`config.mk`:
```
export PLATFORM = sky130hd
export DESIGN_NAME = cache_write_buffer_flat
export DESIGN_NICKNAME = d
export VERILOG_FILES = /design/src/rtl/cache_write_buffer_pkg.sv /design/src/rtl/cache_write_buffer_if.sv /design/src/rtl/cache_write_buffer_wb_entry.sv /design/src/rtl/cache_write_buffer.sv /design/src/flat_wrapper.sv
export SDC_FILE = /design/constraint.sdc
export NUM_CORES = 1
export LEC_CHECK = 0
export CAP_MARGIN = 5
export CORE_AREA = 3 3 216 218
export CTS_CLUSTER_SIZE = 30
export DETAILED_ROUTE_END_ITERATION = 10
export DIE_AREA = 0 0 219 221
export HOLD_SLACK_MARGIN = 0.08
export SLEW_MARGIN = 10
export SYNTH_ARGS = -nofsm -noshare
export SYNTH_HDL_FRONTEND = slang
export SYNTH_SLANG_ARGS = --single-unit
```
`constraint.sdc`:
```
create_clock -name clk -period 4.6 [get_ports clk]
set_clock_uncertainty 0.1 [all_clocks]
set_input_delay 0.46 -clock clk [delete_from_list [all_inputs] [get_ports clk]]
set_output_delay 0.46 -clock clk [all_outputs]
set_load 0.02 [all_outputs]
```
`src/rtl/cache_write_buffer_pkg.sv`:
```
// Shared LC-3b line types for the write buffer slice.
// The line tag is the address with the 16-byte offset stripped.
package cache_write_buffer_pkg;
  typedef logic [15:0]  lc3b_word;
  typedef logic [127:0] lc3b_cacheline;
  typedef logic [11:0]  line_tag_t;

  localparam int unsigned OFFSET_BITS = 4;

  function automatic lc3b_word line_address(input line_tag_t tag);
    return {tag, {OFFSET_BITS{1'b0}}};
  endfunction
endpackage

```
`src/rtl/cache_write_buffer_if.sv`:
```
// Cache-side and memory-side line bus of the write buffer.
// slave is the buffer's view; master is the view of the cache plus memory around it.
interface cache_write_buffer_if;
  import cache_write_buffer_pkg::*;

  logic          cache_read;
  logic          cache_write;
  lc3b_word      cache_address;
  lc3b_cacheline cache_wdata;
  logic          cache_resp;
  lc3b_cacheline cache_rdata;

  logic          pmem_read;
  logic          pmem_write;
  lc3b_word      pmem_address;
  lc3b_cacheline pmem_wdata;
  logic          pmem_resp;
  lc3b_cacheline pmem_rdata;

  modport slave (
    input  cache_read, cache_write, cache_address, cache_wdata, pmem_resp, pmem_rdata,
    output cache_resp, cache_rdata, pmem_read, pmem_write, pmem_address, pmem_wdata
  );

  modport master (
    output cache_read, cache_write, cache_address, cache_wdata, pmem_resp, pmem_rdata,
    input  cache_resp, cache_rdata, pmem_read, pmem_write, pmem_address, pmem_wdata
  );
endinterface

```
`src/rtl/cache_write_buffer_wb_entry.sv`:
```
// Single buffered line: valid flag, tag and data, with a tag-match output.
// Only valid needs a reset; tag and data are meaningless while valid is low.
module wb_entry
  import cache_write_buffer_pkg::*;
(
  input  logic          clk,
  input  logic          reset_n,
  input  logic          load,
  input  logic          clear,
  input  line_tag_t     load_tag,
  input  lc3b_cacheline load_data,
  input  line_tag_t     cmp_tag,
  output logic          valid,
  output line_tag_t     tag,
  output lc3b_cacheline data,
  output logic          hit
);
  logic          valid_reg;
  line_tag_t     tag_reg;
  lc3b_cacheline data_reg;

  always_ff @(posedge clk or negedge reset_n) begin
    if (!reset_n) begin
      valid_reg <= 1'b0;
    end else if (load) begin
      valid_reg <= 1'b1;
    end else if (clear) begin
      valid_reg <= 1'b0;
    end
  end

  always_ff @(posedge clk) begin
    if (load) begin
      tag_reg  <= load_tag;
      data_reg <= load_data;
    end
  end

  assign valid = valid_reg;
  assign tag   = tag_reg;
  assign data  = data_reg;
  assign hit   = valid_reg && (cmp_tag == tag_reg);
endmodule

```
`src/rtl/cache_write_buffer.sv`:
```
// One-entry write-back buffer between the cache and physical memory.
// Evictions are absorbed in one cycle, drained in the background, and forwarded to reads.
module cache_write_buffer
  import cache_write_buffer_pkg::*;
(
  input logic                 clk,
  input logic                 reset_n,
  cache_write_buffer_if.slave bus
);
  typedef enum logic [1:0] {IDLE, READ, DRAIN, RESP} state_t;

  state_t        state_reg;
  logic          entry_valid;
  logic          entry_hit;
  logic          entry_load;
  logic          entry_clear;
  line_tag_t     entry_tag;
  lc3b_cacheline entry_data;
  line_tag_t     req_tag;

  logic          cache_resp_reg;
  lc3b_cacheline cache_rdata_reg;
  logic          pmem_read_reg;
  logic          pmem_write_reg;
  lc3b_word      pmem_address_reg;
  lc3b_cacheline pmem_wdata_reg;

  assign req_tag     = bus.cache_address[15:4];
  assign entry_load  = (state_reg == IDLE) && bus.cache_write && !entry_valid;
  assign entry_clear = (state_reg == DRAIN) && bus.pmem_resp;

  wb_entry u_entry (
    .clk       (clk),
    .reset_n   (reset_n),
    .load      (entry_load),
    .clear     (entry_clear),
    .load_tag  (req_tag),
    .load_data (bus.cache_wdata),
    .cmp_tag   (req_tag),
    .valid     (entry_valid),
    .tag       (entry_tag),
    .data      (entry_data),
    .hit       (entry_hit)
  );

  // All memory-side outputs are registered on state entry, so they hold steady for a whole request.
  always_ff @(posedge clk or negedge reset_n) begin
    if (!reset_n) begin
      state_reg        <= IDLE;
      cache_resp_reg   <= 1'b0;
      cache_rdata_reg  <= '0;
      pmem_read_reg    <= 1'b0;
      pmem_write_reg   <= 1'b0;
      pmem_address_reg <= '0;
      pmem_wdata_reg   <= '0;
    end else begin
      cache_resp_reg <= 1'b0;
      unique case (state_reg)
        IDLE: begin
          if (bus.cache_write) begin
            if (!entry_valid) begin
              cache_resp_reg <= 1'b1;
              state_reg      <= RESP;
            end else begin
              pmem_write_reg   <= 1'b1;
              pmem_address_reg <= line_address(entry_tag);
              pmem_wdata_reg   <= entry_data;
              state_reg        <= DRAIN;
            end
          end else if (bus.cache_read && entry_hit) begin
            cache_rdata_reg <= entry_data;
            cache_resp_reg  <= 1'b1;
            state_reg       <= RESP;
          end else if (bus.cache_read) begin
            // Refill goes ahead of any pending drain to keep miss latency low.
            pmem_read_reg    <= 1'b1;
            pmem_address_reg <= line_address(req_tag);
            state_reg        <= READ;
          end else if (entry_valid) begin
            pmem_write_reg   <= 1'b1;
            pmem_address_reg <= line_address(entry_tag);
            pmem_wdata_reg   <= entry_data;
            state_reg        <= DRAIN;
          end
        end
        READ: begin
          if (bus.pmem_resp) begin
            pmem_read_reg   <= 1'b0;
            cache_rdata_reg <= bus.pmem_rdata;
            cache_resp_reg  <= 1'b1;
            state_reg       <= RESP;
          end
        end
        DRAIN: begin
          if (bus.pmem_resp) begin
            pmem_write_reg <= 1'b0;
            state_reg      <= IDLE;
          end
        end
        RESP: begin
          // The cache may still hold its request this cycle, so nothing is sampled here.
          state_reg <= IDLE;
        end
        default: state_reg <= IDLE;
      endcase
    end
  end

  assign bus.cache_resp   = cache_resp_reg;
  assign bus.cache_rdata  = cache_rdata_reg;
  assign bus.pmem_read    = pmem_read_reg;
  assign bus.pmem_write   = pmem_write_reg;
  assign bus.pmem_address = pmem_address_reg;
  assign bus.pmem_wdata   = pmem_wdata_reg;
endmodule

```
`src/flat_wrapper.sv`:
```
// flat-port wrapper written by rule: the top's interface ports become plain ports
module cache_write_buffer_flat import cache_write_buffer_pkg::*;
  (clk, reset_n, bus_cache_read, bus_cache_write, bus_cache_address, bus_cache_wdata, bus_pmem_resp, bus_pmem_rdata, bus_cache_resp, bus_cache_rdata, bus_pmem_read, bus_pmem_write, bus_pmem_address, bus_pmem_wdata);
  cache_write_buffer_if bus_i ();
  input logic clk;
  input logic reset_n;
  input wire logic [$bits(bus_i.cache_read)-1:0] bus_cache_read;
  input wire logic [$bits(bus_i.cache_write)-1:0] bus_cache_write;
  input wire logic [$bits(bus_i.cache_address)-1:0] bus_cache_address;
  input wire logic [$bits(bus_i.cache_wdata)-1:0] bus_cache_wdata;
  input wire logic [$bits(bus_i.pmem_resp)-1:0] bus_pmem_resp;
  input wire logic [$bits(bus_i.pmem_rdata)-1:0] bus_pmem_rdata;
  output wire logic [$bits(bus_i.cache_resp)-1:0] bus_cache_resp;
  output wire logic [$bits(bus_i.cache_rdata)-1:0] bus_cache_rdata;
  output wire logic [$bits(bus_i.pmem_read)-1:0] bus_pmem_read;
  output wire logic [$bits(bus_i.pmem_write)-1:0] bus_pmem_write;
  output wire logic [$bits(bus_i.pmem_address)-1:0] bus_pmem_address;
  output wire logic [$bits(bus_i.pmem_wdata)-1:0] bus_pmem_wdata;
  assign bus_i.cache_read = bus_cache_read;
  assign bus_i.cache_write = bus_cache_write;
  assign bus_i.cache_address = bus_cache_address;
  assign bus_i.cache_wdata = bus_cache_wdata;
  assign bus_i.pmem_resp = bus_pmem_resp;
  assign bus_i.pmem_rdata = bus_pmem_rdata;
  assign bus_cache_resp = bus_i.cache_resp;
  assign bus_cache_rdata = bus_i.cache_rdata;
  assign bus_pmem_read = bus_i.pmem_read;
  assign bus_pmem_write = bus_i.pmem_write;
  assign bus_pmem_address = bus_i.pmem_address;
  assign bus_pmem_wdata = bus_i.pmem_wdata;
  cache_write_buffer u_core (.clk(clk), .reset_n(reset_n), .bus(bus_i));
endmodule
```
# Word level (Yosys, flattened, before mapping)
# Cells that the tools add are included.
# word_totals
register_bits,418
inputBits,277
output_inout_bits,275
wordCells,78
# classes
n_eq_ne,15
muxes,37
reduce_logical,16
# op_table
cell,n
2-to-1 mux 128 bit,7
one-hot mux 128 bit (2 select lines),1
2-to-1 mux 16 bit,4
2-to-1 mux 1 bit,15
"inequality test 2 bit, second input constant",7
== test 12 bit,1
2-to-1 mux 2 bit,6
one-hot mux 2 bit (4 select lines),1
AND reduction 4 bit,2
"inequality test 3 bit, second input constant",2
one-hot mux 1 bit (2 select lines),3
AND reduction 3 bit,2
nonzero test 2 bit,3
logical AND 1 bit,5
"inequality test 5 bit, second input constant",1
AND reduction 5 bit,1
"== test 2 bit, second input constant",2
"== test 2 x 1 -> 1 bit, second input constant",1
zero test 2 bit,1
"inequality test 2 x 1 -> 1 bit, second input constant",1
AND reduction 2 bit,1
zero test 1 bit,1

# Depth between registers and ports, before layout
# Gate-level depths: netlist of run 1.
# depth
ltp_word,6
depth_mapped,8

# Hierarchy
# A second synthesis of run 1 with hierarchy kept.
# unflattened
hier_cells,980
area_unflattened_um2,15957.8
# by_module_without_submodules
module,instances,cells_each,area_per_inst_um2
cache_write_buffer,1,820,11578.6
wb_entry,1,160,4379.2

# Least setup slack after synthesis of run 1
# No wires, ideal clock.
# synth_timing
path_type,register to register
start,register u_core.state_reg[0]
end,register u_core.u_entry.data_reg[0] (netlist: u_core.u_entry.data[0]) (enable)
setup_ns,0.493
arrival_ns,3.462
required_ns,4.007
path_slack_ns,0.546
stages_incl_launch_ff,4
path_buffers,0
synth_period_minus_slack_ns,4.054
path_cell_list,dfrtp_1 -> nor2_8 -> nand3_1 -> inv_1
# synth_between
elab_chain_cells,3
# synth_rtl
element,line_no,rtl
start: declaration,cache_write_buffer.sv:12,state_t state_reg;
start signal: assignment,cache_write_buffer.sv:49,state_reg <= IDLE;
start signal: assignment,cache_write_buffer.sv:63,state_reg <= RESP;
start signal: assignment,cache_write_buffer.sv:68,state_reg <= DRAIN;
zero test 2 bit,cache_write_buffer.sv:29,assign entry_load = (state_reg == IDLE) && bus.cache_write && !entry_valid;
logical AND 1 bit (2 in series),cache_write_buffer.sv:29,
net u_core.entry_load,cache_write_buffer.sv:15,logic entry_load;
end signal: assignment,cache_write_buffer_wb_entry.sv:35,data_reg <= load_data;
end: declaration,cache_write_buffer_wb_entry.sv:20,lc3b_cacheline data_reg;
# The timed path passes the listed nets, and every way through them passes these cells.
# A chain may end at the register's enable or synchronous reset.

# Worst setup path in the final report of run 1
# layout_timing
start,input bus_cache_write
end,register u_core.pmem_wdata_reg[49] (netlist: u_core.bus.pmem_wdata[49])
# layout_between
elab_chain_cells,2
# layout_rtl
element,line_no,rtl
start: declaration,flat_wrapper.sv:8,input wire logic [$bits(bus_i.cache_write)-1:0] bus_cache_write;
inequality test 2 bit (no source line) or inequality test 2 x 1 -> 1 bit (tied branches),-,
AND reduction 3 bit (no source line),-,
end signal: assignment,cache_write_buffer.sv:67,pmem_wdata_reg <= entry_data;
end signal: assignment,cache_write_buffer.sv:82,pmem_wdata_reg <= entry_data;
end: declaration,cache_write_buffer.sv:26,lc3b_cacheline pmem_wdata_reg;
# Parallel ways exist; a longest one is shown, timed or not.

==> results.cfg, run 1 <==
[outcome]
status = finished clean

[sta]
tightest_slew_ns = 0.800
fmax_ghz = 0.376
tns_ns = 0
fin_crit_sh_pct = 57.8
min_period_ns = 2.66
slew_headroom_pct = 46.7
finalSetupViolCount = 0
slew_violations = 0
rsz0062_at_grt = no
hold_violations = 0

[detailed_routing]
wl_met3_um = 4300
vias = 10682
dr_wl_met2_um = 24500
route.final.wire_length_um = 50400
top_layer = met5
first_pass_iters = 4
wl_per_cell_um = 23.4
ant_nets = 0
drtIter0Drc = 572
routed_via_density = 4.95
wl_met1_um = 19900
route.detailed.drc = 0

[synthesis]
ys.warnings.count = 0
synthFlopType = dfrtp_1
synth-edff-count = 140
synth_seq_cells = 418
synth-compound-area-share_pct = 10.5
syn_inst = 956
async_flop_share_pct = 66.5
synth.mux.area_fraction_pct = 9.04
synthXorXnorAreaFrac_pct = 0.659
synth_top_area_cell = dfrtp_1
syn-num-nets = 1233
synth_seq_area_share_pct = 70.0
mappedNetlistArea_um2 = 15900
avgSynthCellArea_um2 = 16.7
synth_top_area_share_pct = 43.6
yosys.area_share.adder_pct = 0
synth-simple-area-share_pct = 6.90
synth.area.top_cells = dfrtp_1 44%, edfxtp_1 26%, mux2_2 9.0%, o221a_1 8.5%, or2_2 5.0%
synth_cell_type_count = 43
synth_top_family_by_area = compound AO/OA/AOI/OAI gates

[pwr]
p_int_mw = 11.1
pwr_density_cell_nw_per_um2 = 708
power_frac_clock_pct = 22.5
ir_drop_mv = 0.459
p_seq_share_pct = 36.5
switching_share_pct = 33.8
p_leak_nw = 8.87
p_sw_mw = 5.65
pwr-share-comb_pct = 41.0

[die]
ioPinCount = 552
start_util_pct = 35.4
fp.dieW_um = 219
core_um2 = 45100
die_area_um2 = 48400
die_h_um = 221
rows = 78

[global_routing]
grt_pass1_vias = 11342
overflow = 0
grt_max_degree = 131
grt_usage_pct = 20.2
grt_first_pass_wirelength_um = 74000
antenna_found_initial = 11

[clock_network]
worstSkewPairLatency_ns = 0.56
root_buffer = clkbuf_16
cts_setup_buffers = 0
clockBufferDepth = 3
clock_sinks = 418
clk_pin_slew_ns = 0.06
htreeDepth = 2
cts_tree = done
cts_buffers = 47

[setup_path]
startpoint_type = primary input
required_ns = 4.95
end_kind = flip-flop
setup.worst_path.class = in -> reg
reg2reg_depth = 4
reg2reg_setup_slack_ns = 2.12
worst_ep_arrival_time_ns = 3.01
crit_fanout = 39

[flow_run]
maxCapViolCount = 0

[cells_and_area]
final_cell_area_um2 = 23600
utilization_pct = 52.3
drive_gt1_share_pct = 23.8
final_nets = 1788
area_delta_synth_final_pct = 48.0

[worst_hold_path]
holdPathStages = 1
worstHoldPathType = in -> reg

[placement]
globalplace.congestion = 0.827
io_buffers = 547
placed_area_um2 = 22000
post-dp-hpwl_um = 34700
-- timing repair --
item	CTS	global route
hold endpoints to repair	89	0
gates resized for setup	0	0
hold buffers	1	0
-- cells by family after synthesis --
group | Yosys count
AOI/OAI and AO/OA | 162
xor gates and xnor gates | 12
buffers and inverters | 65
DFF | 418
muxes | 128
and+or+nand+nor | 171
-- power groups by stage --
stage	registers, mW	clock network [mW]	logic (mW)
after floorplan	7.53	0	1.88
after global placement	6.10	0	6.87
after detailed placement	6.16	0	6.93
after CTS	6.11	3.85	6.95
after global routing	6.28	4.01	7.19
final	6.11	3.76	6.85
-- cells in the mapped netlist, types with 3 or more instances --
master,n
a21oi_1,13
and2_1,5
and3_1,11
buf_2,16
buf_4,12
buf_6,3
buf_8,10
clkbuf_1,19
dfrtp_1,278
edfxtp_1,140
inv_1,3
mux2_2,128
nand2_1,3
nand3_1,3
nor3_1,3
o221a_1,120
o221a_2,8
o2bb2ai_1,12
or2_2,128
xor2_1,11
-- metrics by stage --
step,power [mW],setup WS [ns],std cells,hold WS (ns)
CTS,16.9,1.92,2149,0.303
global route,17.5,1.77,2156,0.310
detailed placement,13.1,1.30,2061,0.375
floorplan,9.41,0.546,956,0.0644
finish,16.7,1.94,2158,0.344
global placement,13.0,1.33,2061,0.371
-- placed cells by master (no fill, tap or decap), drive strengths merged, types with 5 or more instances in the layout --
| cell type | instances |
|---|---|
| diode | 9 |
| and3 | 12 |
| clkinv | 18 |
| o2bb2ai | 12 |
| buf | 21 |
| clkbuf | 62 |
| o221a | 128 |
| clkdlybuf4s50 | 546 |
| edfxtp | 140 |
| dfrtp | 278 |
| and2 | 5 |
| mux2 | 128 |
| xor2 | 11 |
| or2 | 128 |
| inv | 5 |
| a21oi | 13 |
-- worst paths after layout --
| kind | start | end |
|---|---|---|
| max | bus_cache_write | u_core.bus.pmem_wdata[49] |
| min | bus_cache_wdata[44] | u_core.u_entry.data[44] |
| max reg2reg | u_core.u_entry.valid | u_core.u_entry.data[28] |
| min reg2reg | u_core.bus.pmem_address[1] | u_core.bus.pmem_address[1] |
| max in group asynchronous | reset_n | u_core.bus.pmem_wdata[68] |
| min in group asynchronous | reset_n | u_core.bus.pmem_wdata[18] |
-- metal layers --
metal / vias to the layer above / track usage, %
li1: 4756 / -
met1: 5426 / 24.4
met2: 401 / 33.1
met3: 95 / 6.93
met4: 4 / 7.82
met5: - / 0
-- area by class of cell --
cell class / count / area [um2]
diodes: 9 / 22.5
clock buffers: 62 / 1330
clock inverters: 25 / 231
fillers: 3841 / 21500
inverters: 3 / 16.3
multi-input cells: 473 / 4340
flip-flops and latches: 418 / 11200
well taps: 600 / 751
repair buffers: 568 / 5750
-- worst max-delay path: stages --
cell and delay [ns]:
clkdlybuf4s50_1 0.56, nand2b_1 0.49, nand3_4 0.68, buf_4 0.49, mux2_2 0.30
No activity file was read; power rests on OpenSTA's default activity.
==> inputs of run 2 (changes only) <==
- CORE_AREA: 3 3 216 218 -> 3 3 214 216
- DIE_AREA: 0 0 219 221 -> 0 0 217 219
- PLACE_DENSITY: default -> 0.69
- clock period: 4.6 -> 2.4 ns (I/O delays scaled with it)
==> run 2 against run 1 <==
Effect of this change: sequential share of layout area decreased by 0.78 points; setup slack got worse by 1.8 ns; via count increased by 2.6%; highest routed layer unchanged; count of clock-buffer cells in the layout unchanged; first-iteration DRC count increased by 13%; clock power increased by 84%; core utilization increased by 2.1 points; register-to-register slack got worse by 1.9 ns; combinational power increased by 94%; sequential cell count unchanged; sequential power increased by 91%; total power increased by 91%; critical path type is now reg -> reg.
==> results.cfg, run 2 (same netlist as run 1, synthesis figures left out) <==
[outcome]
status = finished clean

[setup_path]
reg2reg_setup_slack_ns = 0.17
crit_path_start = u_core.u_entry.tag[7]
worst_ep_arrival_time_ns = 2.55
setup.worst_path.class = reg -> reg
startpoint_type = flip-flop
reg2reg_depth = 6
crit_fanout = 62
reg2reg_from = u_core.u_entry.tag[7]
end_kind = flip-flop
required_ns = 2.72
r2r_end = u_core.bus.cache_rdata[60]

[clock_network]
clock_sinks = 418
clockBufferDepth = 3
cts_buffers = 45
ctsHoldBuffers = 1
cts_resized = 0
clk_pin_slew_ns = 0.06
cts_setup_buffers = 0
cts_tree = done
root_buffer = clkbuf_16
htreeDepth = 2
worstSkewPairLatency_ns = 0.55

[placement]
io_buffers = 547
placed_area_um2 = 22500
post-place-ws_ns = -0.158
post-dp-hpwl_um = 34500
globalplace.congestion = 0.845

[cells_and_area]
fill_cells = 3658
final_cell_area_um2 = 24000
utilization_pct = 54.4
layout_common_cells = 546 x clkdlybuf4s50_1, 276 x dfrtp_1, 140 x edfxtp_1
multiInputGateArea_um2 = 4360
area_delta_synth_final_pct = 50.5
final_nets = 1828
seq_area_um2 = 11200
final_common_cell = clkdlybuf4s50_1
drive_gt1_share_pct = 25.8

[sta]
tightest_slew_ns = 0.638
rsz0062_at_grt = no
min_period_ns = 2.23
slew_violations = 0
fin_crit_sh_pct = 92.8
setup_slack_ns = 0.173
slew_headroom_pct = 56.4
fin_hold_ws_ns = 0.112
fmax_ghz = 0.449
hold_violations = 0
finalSetupViolCount = 0

[global_routing]
grt_first_pass_wirelength_um = 72400
overflow = 0
grt_usage_pct = 19.8
grt_max_degree = 76
grt_pass1_vias = 11672
antenna_found_initial = 4

[die]
core_um2 = 44100
die_area_um2 = 47500
ioPinCount = 552
start_util_pct = 36.1
rows = 77
fp.dieW_um = 217
die_h_um = 219

[detailed_routing]
wl_per_cell_um = 22.2
vias = 10959
ant_nets = 0
route.detailed.drc = 0
first_pass_iters = 5
drtIter0Drc = 648
routed_via_density = 5.03
route.final.wire_length_um = 48400

[pwr]
p_leak_nw = 9.09
ir_drop_mv = 0.719
pwr_density_cell_nw_per_um2 = 1330
p_total_mw = 32.0

[flow_run]
maxCapViolCount = 0

[worst_hold_path]
worstHoldPathType = in -> async
## run 2: cell types whose count changed in the layout (fill, tap and decap cells not counted), sizes merged
cell | before | now
inv | 5 | 3
diode | 9 | 2
buf | 21 | 63
clkinv | 18 | 11
clkinvlp | 1 | 2
## run 2: power breakdown
part / internal [mW] / switching, mW / leakage (nW) / total (mW)
clock: 4.16 / 2.77 / 0.729 / 6.93
sequential: 10.2 / 1.58 / 4.49 / 11.7
combinational: 7.02 / 6.32 / 3.87 / 13.3
## run 2: critical path, cell delays in order, from the launching register on
cell	delay (ns)
edfxtp_1	0.41
xor2_1	0.21
nor4_2	0.31
and4_4	0.29
nand3_4	0.14
buf_12	0.22
o221a_1	0.32
## run 2: how the worst max path moves through the flow
stage                                            end  cells after the start
after floorplan               u_core.u_entry.data[0]                      3
after global placement     u_core.bus.cache_rdata[0]                      7
after detailed placement        u_core.bus.pmem_read                      8
after CTS                       u_core.bus.pmem_read                      7
after global routing            u_core.bus.pmem_read                      7
final                     u_core.bus.cache_rdata[60]                      6
## run 2: final cells by class
cell class	count	area share (%)
clock buffers	62	5.34
clock inverters	17	0.829
flip-flops and latches	418	46.5
well taps	592	3.09
inverters	3	0.0626
diodes	2	0.0209
repair buffers	610	26.0
multi-input cells	473	18.1
## run 2: routing by layer
layer,vias up,part of all wire [%],GRT usage [%]
li1,4817,-,-
met1,5616,39,24.0
met2,446,49,33.0
met3,76,9.0,6.92
met4,4,2.8,6.70
met5,-,0.056,0
## run 2: stage by stage
stage	instances	TNS, ns
after floorplan	956	-103.49
after global placement	2095	-1.95
after detailed placement	2095	-3.87
after CTS	2175	0
after global routing	2176	0
final	2177	0
==> inputs of run 3 (changes only) <==
- CORE_AREA: 3 3 214 216 -> default
- CORE_MARGIN: default -> 3
- CORE_UTILIZATION: default -> 35
- DIE_AREA: 0 0 217 219 -> default
- PLACE_DENSITY: 0.69 -> 0.67
==> run 3 against run 2 <==
Effect of this change: clock power down 3%; count of clock-buffer cells in the layout up 6; largest cell class unchanged; critical path type unchanged; critical path depth unchanged.
==> results.cfg, run 3 (same netlist as run 1, synthesis figures left out) <==
[sta]
hold_violations = 0
tightest_slew_ns = 0.654
min_period_ns = 2.16
fmax_ghz = 0.463
finalSetupViolCount = 0
rsz0062_at_grt = no
slew_headroom_pct = 56.4
setup_slack_ns = 0.240
fin_crit_sh_pct = 90.0
slew_violations = 0

[detailed_routing]
first_pass_iters = 5
drtIter0Drc = 580
route.detailed.drc = 0
routed_via_density = 4.99
wl_per_cell_um = 22.7
top_layer = met5
ant_nets = 0
wl_met1_um = 19000
wl_met3_um = 4940
dr_wl_met2_um = 24000
route.final.wire_length_um = 49200
vias = 10837

[outcome]
status = finished clean

[pwr]
p_leak_nw = 9.02
switching_share_pct = 33.6
ir_drop_mv = 0.793
p_int_mw = 21.1
p_sw_mw = 10.7
power_frac_clock_pct = 21.2
pwr_density_cell_nw_per_um2 = 1330
p_seq_share_pct = 36.8
pwr-share-comb_pct = 42.0

[placement]
post-place-ws_ns = -0.154
placed_area_um2 = 22500
post-dp-hpwl_um = 34700
place_inst = 2086
io_buffers = 547
globalplace.congestion = 0.803

[setup_path]
setup.worst_path.class = reg -> reg
crit_fanout = 61
worst_ep_arrival_time_ns = 2.49
slowest_stage = edfxtp_1
startpoint_type = flip-flop
reg2reg_depth = 6
required_ns = 2.73
end_kind = flip-flop
cp_cell_sequence = xor2_1 > nor4_2 > and4_4 > nand3_4 > buf_12 > o221a_1
slowest_delay_ns = 0.39
reg2reg_setup_slack_ns = 0.24

[global_routing]
grt_pass1_vias = 11484
grt_first_pass_wirelength_um = 72700
grt_max_degree = 71
grt_usage_pct = 19.9
antenna_found_initial = 7
overflow = 0

[clock_network]
clk_pin_slew_ns = 0.06
htreeDepth = 2
clock_sinks = 418
cts_tree = done
clockBufferDepth = 3
worstSkewPairLatency_ns = 0.55
cts_setup_buffers = 0
root_buffer = clkbuf_16
cts_buffers = 45

[cells_and_area]
final_nets = 1819
drive_gt1_share_pct = 25.1
area_delta_synth_final_pct = 49.9
final_common_cell = clkdlybuf4s50_1
instances_no_fill = 2172
layout_common_cells = 546 x clkdlybuf4s50_1, 276 x dfrtp_1, 140 x edfxtp_1
final_cell_area_um2 = 23900

[die]
start_util_pct = 35.7
rows = 77
ioPinCount = 552
fp.dieW_um = 219
die_h_um = 219
die_area_um2 = 48200
core_um2 = 44600

[worst_hold_path]
worstHoldPathType = in -> async

[flow_run]
maxCapViolCount = 0
[run 3: cell types whose count changed in the layout (fill, tap and decap cells not counted)]
cell	before	now
buf_12	23	25
clkbuf_8	7	6
clkinv_1	2	1
buf_4	39	28
clkinv_4	2	0
bufinv_16	4	3
diode_2	2	4
clkbuf_16	46	45
clkbuf_1	9	17
[run 3: final cells by class]
class                           instances  area, um2
Clock inverter                         13        148
Clock buffer                           68       1270
Tap cell                              592        741
Fill cell                            3688      20700
Antenna cell                            4       10.0
Timing Repair Buffer                  601       6200
Inverter                                3       15.0
Sequential cell                       418      11200
Multi-Input combinational cell        473       4360
[run 3: metal layers]
layer / global-route usage, % / vias up
li1: - / 4796
met1: 24.3 / 5509
met2: 32.7 / 438
met3: 7.20 / 84
met4: 6.37 / 10
met5: 0 / -
[run 3: power groups by stage]
stage | registers, mW | logic [mW] | clock network [mW]
finish | 11.7 | 13.4 | 6.74
CTS | 11.7 | 13.6 | 6.94
floorplan | 14.4 | 3.62 | 0
global placement | 11.7 | 13.4 | 0
detailed placement | 11.8 | 13.5 | 0
global route | 12.0 | 14.1 | 7.23
[run 3: critical path: cells and delay by family (launching register included)]
family	cells	cell delay, ns
flops	1	0.39
buf+inv	1	0.20
compound gates	1	0.32
xor+xnor	1	0.20
simple gates	3	0.73
[run 3: timing repair]
action	4_1_cts	5_1_grt
resized for setup	0	0
endpoints found under the setup margin	0	0
hold buffers	1	0
hold endpoints to repair	274	0
[run 3: path summary, 6_finish.rpt]
path                                              from                          end
max                              u_core.u_entry.tag[0]   u_core.bus.cache_rdata[67]
min                                            reset_n  u_core.bus.pmem_address[13]
max reg2reg                      u_core.u_entry.tag[0]   u_core.bus.cache_rdata[67]
min reg2reg                u_core.bus.pmem_address[13]  u_core.bus.pmem_address[13]
max in group asynchronous                      reset_n   u_core.bus.pmem_wdata[108]
min in group clk                  bus_cache_wdata[125]     u_core.u_entry.data[125]
[run 3: per-stage QoR]
stage	hold slack, ns	util (%)	setup TNS (ns)	total power, mW
floorplan	-0.156	-	-103.49	18.0
global placement	0.111	50.4	-1.26	25.0
detailed placement	0.108	50.4	-0.331	25.3
CTS	0.0859	53.6	0	32.2
global route	0.104	53.6	0	33.3
finish	0.115	53.6	0	31.8
